### src/rtl/i2c_write_monitor_if.sv
`default_nettype none
// +------------------------------------------------------------------+
// | i2c_write_monitor_if                                             |
// | Bus lines observed by the monitor plus its received-byte outputs |
// | Revision: 1.0                                                    |
// +------------------------------------------------------------------+
interface i2c_write_monitor_if;
  logic       i2c_scl_in;
  logic       i2c_sda_in;
  logic [6:0] addr_out;
  logic [7:0] data_out;
  logic       valid_out;
  logic       busy_out;
  logic       error_out;

  modport master (
    output i2c_scl_in, i2c_sda_in,
    input  addr_out, data_out, valid_out, busy_out, error_out
  );

  modport slave (
    input  i2c_scl_in, i2c_sda_in,
    output addr_out, data_out, valid_out, busy_out, error_out
  );
endinterface
`default_nettype wire

### src/rtl/i2c_write_monitor.sv
`default_nettype none
// +------------------------------------------------------------------+
// | i2c_write_monitor                                                |
// | Passive I2C receiver: decodes START/STOP, address and write data |
// | Revision: 1.0                                                    |
// +------------------------------------------------------------------+
module i2c_write_monitor #(
  parameter logic [6:0] SLAVE_ADDR  = 7'h50,
  parameter bit         MATCH_ALL   = 1'b0,
  parameter int         SYNC_STAGES = 2
) (
  input  wire logic           clk_in,
  input  wire logic           reset_in,
  i2c_write_monitor_if.slave  bus
);

  localparam int c_stages = (SYNC_STAGES < 2) ? 2 : SYNC_STAGES;

  localparam logic [2:0] c_st_idle     = 3'd0;
  localparam logic [2:0] c_st_addr     = 3'd1;
  localparam logic [2:0] c_st_addr_ack = 3'd2;
  localparam logic [2:0] c_st_data     = 3'd3;
  localparam logic [2:0] c_st_data_ack = 3'd4;
  localparam logic [2:0] c_st_ignore   = 3'd5;

  logic [c_stages-1:0] r_scl_sync;
  logic [c_stages-1:0] r_sda_sync;
  logic                r_scl_hist;
  logic                r_sda_hist;

  logic [2:0] r_state;
  logic [2:0] w_state_next;
  logic [2:0] r_bit_cnt;
  logic       r_bit_open;
  logic [6:0] r_shift;
  logic       r_rw;
  logic [6:0] r_addr;
  logic [7:0] r_data;
  logic       r_valid;
  logic       r_error;
  logic       w_busy;

  logic w_scl;
  logic w_sda;
  logic w_scl_rise;
  logic w_scl_fall;
  logic w_start;
  logic w_stop;
  logic w_in_byte;
  logic w_frame_err;
  logic w_accept;

  always_ff @(posedge clk_in or negedge reset_in) begin
    if (!reset_in) begin
      r_scl_sync <= '1;
      r_sda_sync <= '1;
      r_scl_hist <= 1'b1;
      r_sda_hist <= 1'b1;
    end else begin
      r_scl_sync <= {r_scl_sync[c_stages-2:0], bus.i2c_scl_in};
      r_sda_sync <= {r_sda_sync[c_stages-2:0], bus.i2c_sda_in};
      r_scl_hist <= w_scl;
      r_sda_hist <= w_sda;
    end
  end

  assign w_scl      = r_scl_sync[c_stages-1];
  assign w_sda      = r_sda_sync[c_stages-1];
  assign w_scl_rise = w_scl & ~r_scl_hist;
  assign w_scl_fall = ~w_scl & r_scl_hist;
  // SCL must be high on both sides, so a coincident SCL edge never yields START/STOP.
  assign w_start    = w_scl & r_scl_hist & r_sda_hist & ~w_sda;
  assign w_stop     = w_scl & r_scl_hist & ~r_sda_hist & w_sda;
  assign w_in_byte  = (r_state == c_st_addr) || (r_state == c_st_data);
  // A bit whose SCL is still high is not yet complete: the rising edge that
  // precedes a STOP or repeated START must not count as a received bit.
  assign w_frame_err = (w_start || w_stop) && w_in_byte &&
                       (r_bit_cnt != {2'b00, r_bit_open});
  assign w_accept   = ~r_rw && (MATCH_ALL || (r_addr == SLAVE_ADDR));

  always_ff @(posedge clk_in or negedge reset_in) begin
    if (!reset_in) begin
      r_state <= c_st_idle;
    end else begin
      r_state <= w_state_next;
    end
  end

  always_comb begin
    w_state_next = r_state;
    if (w_start) begin
      w_state_next = c_st_addr;
    end else if (w_stop) begin
      w_state_next = c_st_idle;
    end else if (w_scl_rise) begin
      case (r_state)
        c_st_addr:     if (r_bit_cnt == 3'd7) w_state_next = c_st_addr_ack;
        c_st_addr_ack: w_state_next = w_accept ? c_st_data : c_st_ignore;
        c_st_data:     if (r_bit_cnt == 3'd7) w_state_next = c_st_data_ack;
        c_st_data_ack: w_state_next = c_st_data;
        default:       w_state_next = r_state;
      endcase
    end
  end

  always_comb begin
    w_busy = (r_state != c_st_idle);
  end

  always_ff @(posedge clk_in or negedge reset_in) begin
    if (!reset_in) begin
      r_bit_cnt  <= 3'd0;
      r_bit_open <= 1'b0;
      r_shift    <= 7'd0;
      r_rw       <= 1'b0;
      r_addr     <= 7'd0;
      r_data     <= 8'd0;
      r_valid    <= 1'b0;
      r_error    <= 1'b0;
    end else begin
      r_valid <= 1'b0;
      r_error <= w_frame_err;
      if (w_start || w_stop) begin
        r_bit_cnt  <= 3'd0;
        r_bit_open <= 1'b0;
      end else if (w_scl_rise && w_in_byte) begin
        r_shift <= {r_shift[5:0], w_sda};
        if (r_bit_cnt == 3'd7) begin
          r_bit_cnt  <= 3'd0;
          r_bit_open <= 1'b0;
          if (r_state == c_st_addr) begin
            r_addr <= r_shift;
            r_rw   <= w_sda;
          end else begin
            r_data  <= {r_shift, w_sda};
            r_valid <= 1'b1;
          end
        end else begin
          r_bit_cnt  <= r_bit_cnt + 3'd1;
          r_bit_open <= 1'b1;
        end
      end else if (w_scl_fall) begin
        r_bit_open <= 1'b0;
      end
    end
  end

  assign bus.addr_out  = r_addr;
  assign bus.data_out  = r_data;
  assign bus.valid_out = r_valid;
  assign bus.busy_out  = w_busy;
  assign bus.error_out = r_error;

endmodule
`default_nettype wire

### src/flat_wrapper.sv
// flat-port wrapper written by rule: the top's interface ports become plain ports
module i2c_write_monitor_flat 
#(
  parameter logic [6:0] SLAVE_ADDR  = 7'h50,
  parameter bit         MATCH_ALL   = 1'b0,
  parameter int         SYNC_STAGES = 2
)
  (clk_in, reset_in, bus_i2c_scl_in, bus_i2c_sda_in, bus_addr_out, bus_data_out, bus_valid_out, bus_busy_out, bus_error_out);
  i2c_write_monitor_if bus_i ();
  input  wire logic clk_in;
  input  wire logic reset_in;
  input wire logic [$bits(bus_i.i2c_scl_in)-1:0] bus_i2c_scl_in;
  input wire logic [$bits(bus_i.i2c_sda_in)-1:0] bus_i2c_sda_in;
  output wire logic [$bits(bus_i.addr_out)-1:0] bus_addr_out;
  output wire logic [$bits(bus_i.data_out)-1:0] bus_data_out;
  output wire logic [$bits(bus_i.valid_out)-1:0] bus_valid_out;
  output wire logic [$bits(bus_i.busy_out)-1:0] bus_busy_out;
  output wire logic [$bits(bus_i.error_out)-1:0] bus_error_out;
  assign bus_i.i2c_scl_in = bus_i2c_scl_in;
  assign bus_i.i2c_sda_in = bus_i2c_sda_in;
  assign bus_addr_out = bus_i.addr_out;
  assign bus_data_out = bus_i.data_out;
  assign bus_valid_out = bus_i.valid_out;
  assign bus_busy_out = bus_i.busy_out;
  assign bus_error_out = bus_i.error_out;
  i2c_write_monitor #(.SLAVE_ADDR(SLAVE_ADDR), .MATCH_ALL(MATCH_ALL), .SYNC_STAGES(SYNC_STAGES)) u_core (.clk_in(clk_in), .reset_in(reset_in), .bus(bus_i));
endmodule
### config.mk
export PLATFORM = sky130hd
export DESIGN_NAME = i2c_write_monitor_flat
export DESIGN_NICKNAME = d
export VERILOG_FILES = /design/src/rtl/i2c_write_monitor_if.sv /design/src/rtl/i2c_write_monitor.sv /design/src/flat_wrapper.sv
export SDC_FILE = /design/constraint.sdc
export NUM_CORES = 1
export LEC_CHECK = 0
export ABC_AREA = 1
export CAP_MARGIN = 0
export CORE_UTILIZATION = 48
export DETAILED_ROUTE_END_ITERATION = 8
export PLACE_DENSITY_LB_ADDON = 0.08
export SYNTH_ARGS = -nofsm -noshare
export SYNTH_HDL_FRONTEND = slang
export SYNTH_SLANG_ARGS = --single-unit
### constraint.sdc
create_clock -name clk_in -period 1.3 [get_ports clk_in]
set_input_delay 0.26 -clock clk_in [delete_from_list [all_inputs] [get_ports clk_in]]
set_output_delay 0.26 -clock clk_in [all_outputs]
set_load 0.02 [all_outputs]
==> results of run 1 <==
## Yosys cell counts
library cell  number  area, um2
nand3b_4           1       20.0
nor2_8             1       20.0
o21ai_0           11       55.1
inv_2              1       3.75
o21ai_2           16        140
a21oi_1            3       15.0
nor2_1            15       56.3
nand3_4            1       17.5
buf_6              2       22.5
ha_1               2       25.0
buf_2              1       5.00
dfrtp_1           32        801
nand3_1            8       40.0
nand2_1           47        176
nand2_2            2       12.5
inv_1             21       78.8
dfstp_2            6        158
## power groups by stage
stage	sequential, W	clock (W)	combinational, W
after floorplan	0.00145	0	0.000519
after global placement	0.00143	0	0.000951
after detailed placement	0.00144	0	0.000983
after CTS	0.00142	0.000680	0.000980
after global routing	0.00144	0.000731	0.00133
final	0.00142	0.000660	0.00120
## metrics by stage
step	setup TNS, ns	util [%]	setup slack (ns)	cell area (um2)	total power, W
after floorplan	-0.0170	-	-0.00852	1670	0.00197
after global placement	-0.236	64.0	-0.0273	2020	0.00238
after detailed placement	-0.622	64.0	-0.0680	2020	0.00242
after CTS	-0.661	67.5	-0.0494	2130	0.00308
after global routing	-2.22	71.2	-0.117	2250	0.00351
final	-1.07	71.2	-0.0739	2250	0.00329
## worst max-delay path, delay by kind of cell (launching register included)
family / cells / cell delay, ns
and+or+nand+nor: 4 / 0.49
DFF: 1 / 0.59
AOI/OAI and AO/OA: 1 / 0.06
buffers and inverters: 1 / 0.13
## what timing repair did
item                                   4_1_cts  5_1_grt
endpoints found under the hold margin       12        0
buffers inserted                             2       14
pin swaps                                    7       12
hold buffers                                 1        0
cloned                                       0        2
setup endpoints to repair                   39       42
gates resized for setup                     57       40
## cell families (layout without fill, tap and decap cells)
family / Yosys count / in the layout / share of synthesized area [%]
flip-flops: 38 / 38 / 58.2
AO/OA/AOI/OAI: 30 / 30 / 12.8
adder cells (fa/ha/maj): 2 / 2 / 1.52
AND/OR/NAND/NOR: 75 / 77 / 20.8
buffers and inverters: 25 / 82 / 6.69
## final timing paths
| check | start | depth (start not counted) | end | slack (ns) |
|---|---|---|---|---|
| worst max-delay path | u_core.r_scl_sync[1]$_DFF_PN1_ | 6 | u_core.bus.data_out[0]$_DFFE_PN0P_ | -0.07 |
| worst min-delay path | bus_i2c_scl_in | 1 | u_core.r_scl_sync[0]$_DFF_PN1_ | 0.31 |
| worst max register to register | u_core.r_scl_sync[1]$_DFF_PN1_ | 6 | u_core.bus.data_out[0]$_DFFE_PN0P_ | -0.07 |
| worst min register to register | u_core.r_scl_sync[0]$_DFF_PN1_ | 0 | u_core.r_scl_sync[1]$_DFF_PN1_ | 0.36 |
| max in group asynchronous | reset_in | 3 | u_core.r_scl_sync[1]$_DFF_PN1_ | 0.45 |
| min in group asynchronous | reset_in | 2 | u_core.bus.data_out[3]$_DFFE_PN0P_ | 0.33 |
## area by class of cell
class	count	area, um2	area share [%]
timing repair buffer	52	393	17.5
clock buffer	6	51.3	2.28
inverter	22	82.6	3.68
tap	44	55.1	2.45
sequential	38	958	42.7
multi-input combinational	109	693	30.9
clock inverter	2	12.5	0.557
## sequential cells by signal (all words and copies together) (netlist names)
| signal | flops |
|---|---|
| u_core.bus.data_out | 8 |
| u_core.r_bit_open | 1 |
| u_core.r_scl_sync | 2 |
| u_core.r_bit_cnt | 3 |
| u_core.r_shift | 7 |
| u_core.bus.error_out | 1 |
| u_core.r_scl_hist | 1 |
| u_core.r_sda_hist | 1 |
| u_core.r_rw | 1 |
| u_core.r_sda_sync | 2 |
| u_core.bus.valid_out | 1 |
| u_core.r_state | 3 |
| u_core.bus.addr_out | 7 |
## per-layer routing
metal / up-vias / routed length, um
met5: - / 0
met2: 28 / 1920
met1: 653 / 1630
met4: 0 / 74
li1: 663 / -
met3: 8 / 123
==> results.yml, run 1 <==
pwr:
  comb_power_share_pct: 36.6
  power_density_mw_per_mm2: 1460
  intPower_w: 0.00215
  power_leakage_nw: 1.20
  p_sw_w: 0.00114
  vdd_drop_max_v: 0.000715
  clockPowerShare_pct: 20.1
  swShare_pct: 34.7
  seqPwrFrac_pct: 43.3
finish:
  syn2layout_area_growth_pct: 36.4
  n_antenna_cell: 0
  layout_commonest_cell: "nand2_1"
  final_cells: 273
  drive_above_1_share_pct: 48.0
  nFillCells: 262
  layout_common_cells: "35 x nand2_1, 32 x dfrtp_1, 25 x buf_4"
  nets: 234
route:
  route.detailed.drc: 0
  wl_per_cell_um: 13.7
  vias: 1352
  drt.antenna.violating_nets: 0
  drt_iter0_markers: 48
  wl_um: 3750
  avgViaCountPerCell: 4.95
  drt_pass1_iterations: 4
die:
  die_h_um: 60.6
  start_util_pct: 52.2
  coreArea_mm2: 0.00315
  die_x_um: 60.6
  row_count: 20
  io_pins: 22
  dieArea_mm2: 0.00367
clocking:
  clkLatencyLatePin_ns: 0.35
  clock_path_buffers: 2
  cts_root_buf: "clkbuf_4"
  cts_buffers: 5
  clkSlewWorstSetupHoldPaths_ns: 0.11
  cts_tree: "yes"
  cts.sinks: 38
  htree_levels: 2
timing:
  setup_violations: 20
  period_minus_slack_ns: 1.37
  setup_slack_ns: -0.0739
  clock.fmax_mhz: 728
  finalCritPeriodShare_pct: 106
  finalHoldViolCount: 0
  slew_headroom_pct: 77.9
  worst_pin_slew_ns: 0.332
  whs_ns: 0.308
  skew_ns: 0.00555
  rsz0062_at_grt: "yes"
  drv_slew: 0
hold_path:
  hp-class: "in2reg"
global_routing:
  top_usage_layer: "met2"
  grtUsageMet1_pct: 26.0
  use_met3_pct: 7.04
  grt_usage_pct: 20.9
  grtUsageMet2_pct: 34.1
  grt_max_degree: 27
  grt_pass1_vias: 1233
  grt_pass1_wl_um: 5410
  grt_remaining_overflow: 0
  antenna_found_initial: 0
run:
  maxCapViolCount: 0
worst_setup_path:
  cp-end-kind: "flip-flop"
  crit_fanout: 9
  critPathKind: "reg2reg"
  path_cells: "nand2_4 > nor2_8 > buf_12 > nand3_4 > nand2_1 > o21ai_2"
  crit_required_ns: 1.55
  critical_path.slowest_cell: "dfstp_2"
  arrival_ns: 1.62
  worstSetupStartpointType: "flip-flop"
  critical-path-max-stage-delay_ns: 0.59
synthesis:
  postSynthRegisterBits: 38
  synth_warnings: 0
  syn_nets: 176
  synth_area_per_cell_um2: 9.69
  synth_cell_types: 17
  synth_cells: 170
  synth_area_mm2: 0.00165
  yosysSeqAreaShare_pct: 58.2
place:
  gp_congestion: 0.811
  port_buffers: 21
  dpl.hpwl_um: 2260
  place_inst: 246
run_status:
  violations: "setup timing"
  status: "complete, but fails checks"
No activity file was read; power rests on OpenSTA's default activity.
==> run 2: changes to the inputs <==
- CELL_PAD_IN_SITES_DETAIL_PLACEMENT: not set -> 0
- CELL_PAD_IN_SITES_GLOBAL_PLACEMENT: not set -> 1
- CORE_UTILIZATION: 48 -> 37
- PLACE_DENSITY_LB_ADDON: 0.08 -> 0.25
- clock period: 1.3 -> 1.25 ns (I/O delays scaled with it)
==> run 2 against run 1 <==
  * The flow still finishes with violations (setup timing)
  * Worst hold slack improved by 0.050 ns
  * First-iteration DRC count decreased by 25%
  * Core utilization shrank 12 points
  * Via count grew 2.1%
  * Clock power grew 32%
  * Sequential share of layout area fell by 3.8 points
  * Critical endpoint is now u_core.bus.addr_out[3]$_DFFE_PN0P_
  * Largest cell class unchanged
==> results.yml, run 2 (synthesis gave the netlist of run 1 again) <==
run_status:
  status: "complete, but fails checks"
  violations: "setup timing"
clocking:
  clkSlewWorstSetupHoldPaths_ns: 0.07
  cts_tree: "yes"
  htree_levels: 2
  cts.sinks: 38
  clock_path_buffers: 2
  clkLatencyLatePin_ns: 0.30
  cts_root_buf: "clkbuf_8"
  cts_buffers: 5
global_routing:
  grt_remaining_overflow: 0
  grt_pass1_wl_um: 6230
  grt_max_degree: 39
  grt_usage_pct: 18.7
  antenna_found_initial: 0
  grt_pass1_vias: 1360
die:
  row_count: 23
  dieArea_mm2: 0.00472
  start_util_pct: 39.7
  die_h_um: 68.7
  coreArea_mm2: 0.00414
  io_pins: 22
  die_x_um: 68.7
timing:
  skew_ns: 0.0104
  finalCritPeriodShare_pct: 107
  setup_violations: 27
  finalHoldViolCount: 0
  worst_pin_slew_ns: 0.304
  period_minus_slack_ns: 1.34
  fin_tns_setup_ns: -1.35
  rsz0062_at_grt: "yes"
  setup_slack_ns: -0.0937
  slew_headroom_pct: 79.6
  whs_ns: 0.358
  clock.fmax_mhz: 744
  drv_slew: 0
route:
  vias: 1380
  drt.antenna.violating_nets: 0
  drt_iter0_markers: 36
  drt_pass1_iterations: 4
  wl_per_cell_um: 13.3
  route.detailed.drc: 0
  avgViaCountPerCell: 4.79
  wl_um: 3840
worst_setup_path:
  cp_top_family: "flip-flops"
  critical-path-max-stage-delay_ns: 0.57
  reg2reg_to: "u_core.bus.addr_out[3]$_DFFE_PN0P_"
  r2r_slack_ns: -0.09
  worst-path-buf-inv: 1
  cp-end-kind: "flip-flop"
  path_cells: "nand2_4 > nor2_8 > buf_6 > nand3b_4 > nand2_1 > o21ai_2"
  critPathKind: "reg2reg"
  ff2ff_path_depth: 6
  crit_fanout: 8
  worstSetupStartpointType: "flip-flop"
  r2r_start: "u_core.r_scl_sync[1]$_DFF_PN1_"
  crit_required_ns: 1.43
  arrival_ns: 1.52
  critical_path.slowest_cell: "dfstp_2"
pwr:
  vdd_drop_max_v: 0.000759
  power_density_mw_per_mm2: 1510
  power_leakage_nw: 1.26
finish:
  layout_common_cells: "35 x nand2_1, 32 x dfrtp_1, 29 x buf_4"
  nets: 243
  layout_commonest_cell: "nand2_1"
  drive_above_1_share_pct: 50.4
  n_antenna_cell: 0
  largest_reg_flops: 8
  syn2layout_area_growth_pct: 49.5
hold_path:
  hold_depth: 0
  holdPathEnd: "u_core.r_sda_sync[1]$_DFF_PN1_"
  min_from: "u_core.r_sda_sync[0]$_DFF_PN1_"
  hp-class: "reg2reg"
place:
  dpl.hpwl_um: 2250
  gp_congestion: 0.743
  port_buffers: 21
run:
  maxCapViolCount: 0
-- run 2: per-layer routing --
metal  GRT usage [%]  share of wire [%]
met2            29.0                 48
met5               0                  0
met3            6.58                4.2
met4            6.63                1.1
met1            24.1                 47
-- run 2: per-stage QoR --
stage | worst slack [ns] | power [W] | area (um2) | util [%] | cells
floorplan | -0.0485 | 0.00205 | 1680 | - | 170
global placement | -0.0843 | 0.00247 | 2100 | 50.7 | 261
detailed placement | -0.111 | 0.00250 | 2100 | 50.7 | 261
CTS | -0.0800 | 0.00354 | 2380 | 57.4 | 280
global route | -0.140 | 0.00396 | 2460 | 59.4 | 288
finish | -0.0937 | 0.00372 | 2460 | 59.4 | 288
-- run 2: layout make-up --
cell class                      instances  area [um2]
Timing Repair Buffer                   60         514
Multi-Input combinational cell        110         752
Inverter                               22        85.1
Clock buffer                            8        90.1
Sequential cell                        38         958
Fill cell                             359        1680
Tap cell                               50        62.6
-- run 2: worst max-delay path by stage --
stage	startpoint	to	slack (ns)	depth (start not counted)
floorplan	u_core.r_scl_sync[1]$_DFF_PN1_	u_core.bus.addr_out[4]$_DFFE_PN0P_	-0.05	6
global placement	u_core.r_scl_hist$_DFF_PN1_	u_core.r_bit_open$_DFFE_PN0P_	-0.08	7
detailed placement	u_core.r_bit_cnt[1]$_DFFE_PN0P_	u_core.r_state[1]$_DFFE_PN0P_	-0.11	8
CTS	u_core.r_scl_sync[1]$_DFF_PN1_	u_core.bus.addr_out[3]$_DFFE_PN0P_	-0.08	6
global route	u_core.r_scl_sync[1]$_DFF_PN1_	u_core.bus.addr_out[0]$_DFFE_PN0P_	-0.14	6
finish	u_core.r_scl_sync[1]$_DFF_PN1_	u_core.bus.addr_out[3]$_DFFE_PN0P_	-0.09	6
-- run 2: repair_timing --
| item | 4_1_cts | 5_1_grt |
|---|---|---|
| hold endpoints to repair | 32 | 0 |
| gates cloned | 3 | 1 |
| setup buffers | 7 | 7 |
| hold buffers | 1 | 0 |
| setup endpoints to repair | 42 | 50 |
| pin swaps | 8 | 14 |
| gates resized for setup | 52 | 49 |
-- run 2: where the power goes --
part / total, W / internal, W / switching [W]
clock: 0.000870 / 0.000450 / 0.000420
combinational: 0.00137 / 0.000633 / 0.000736
sequential: 0.00148 / 0.00139 / 0.0000920
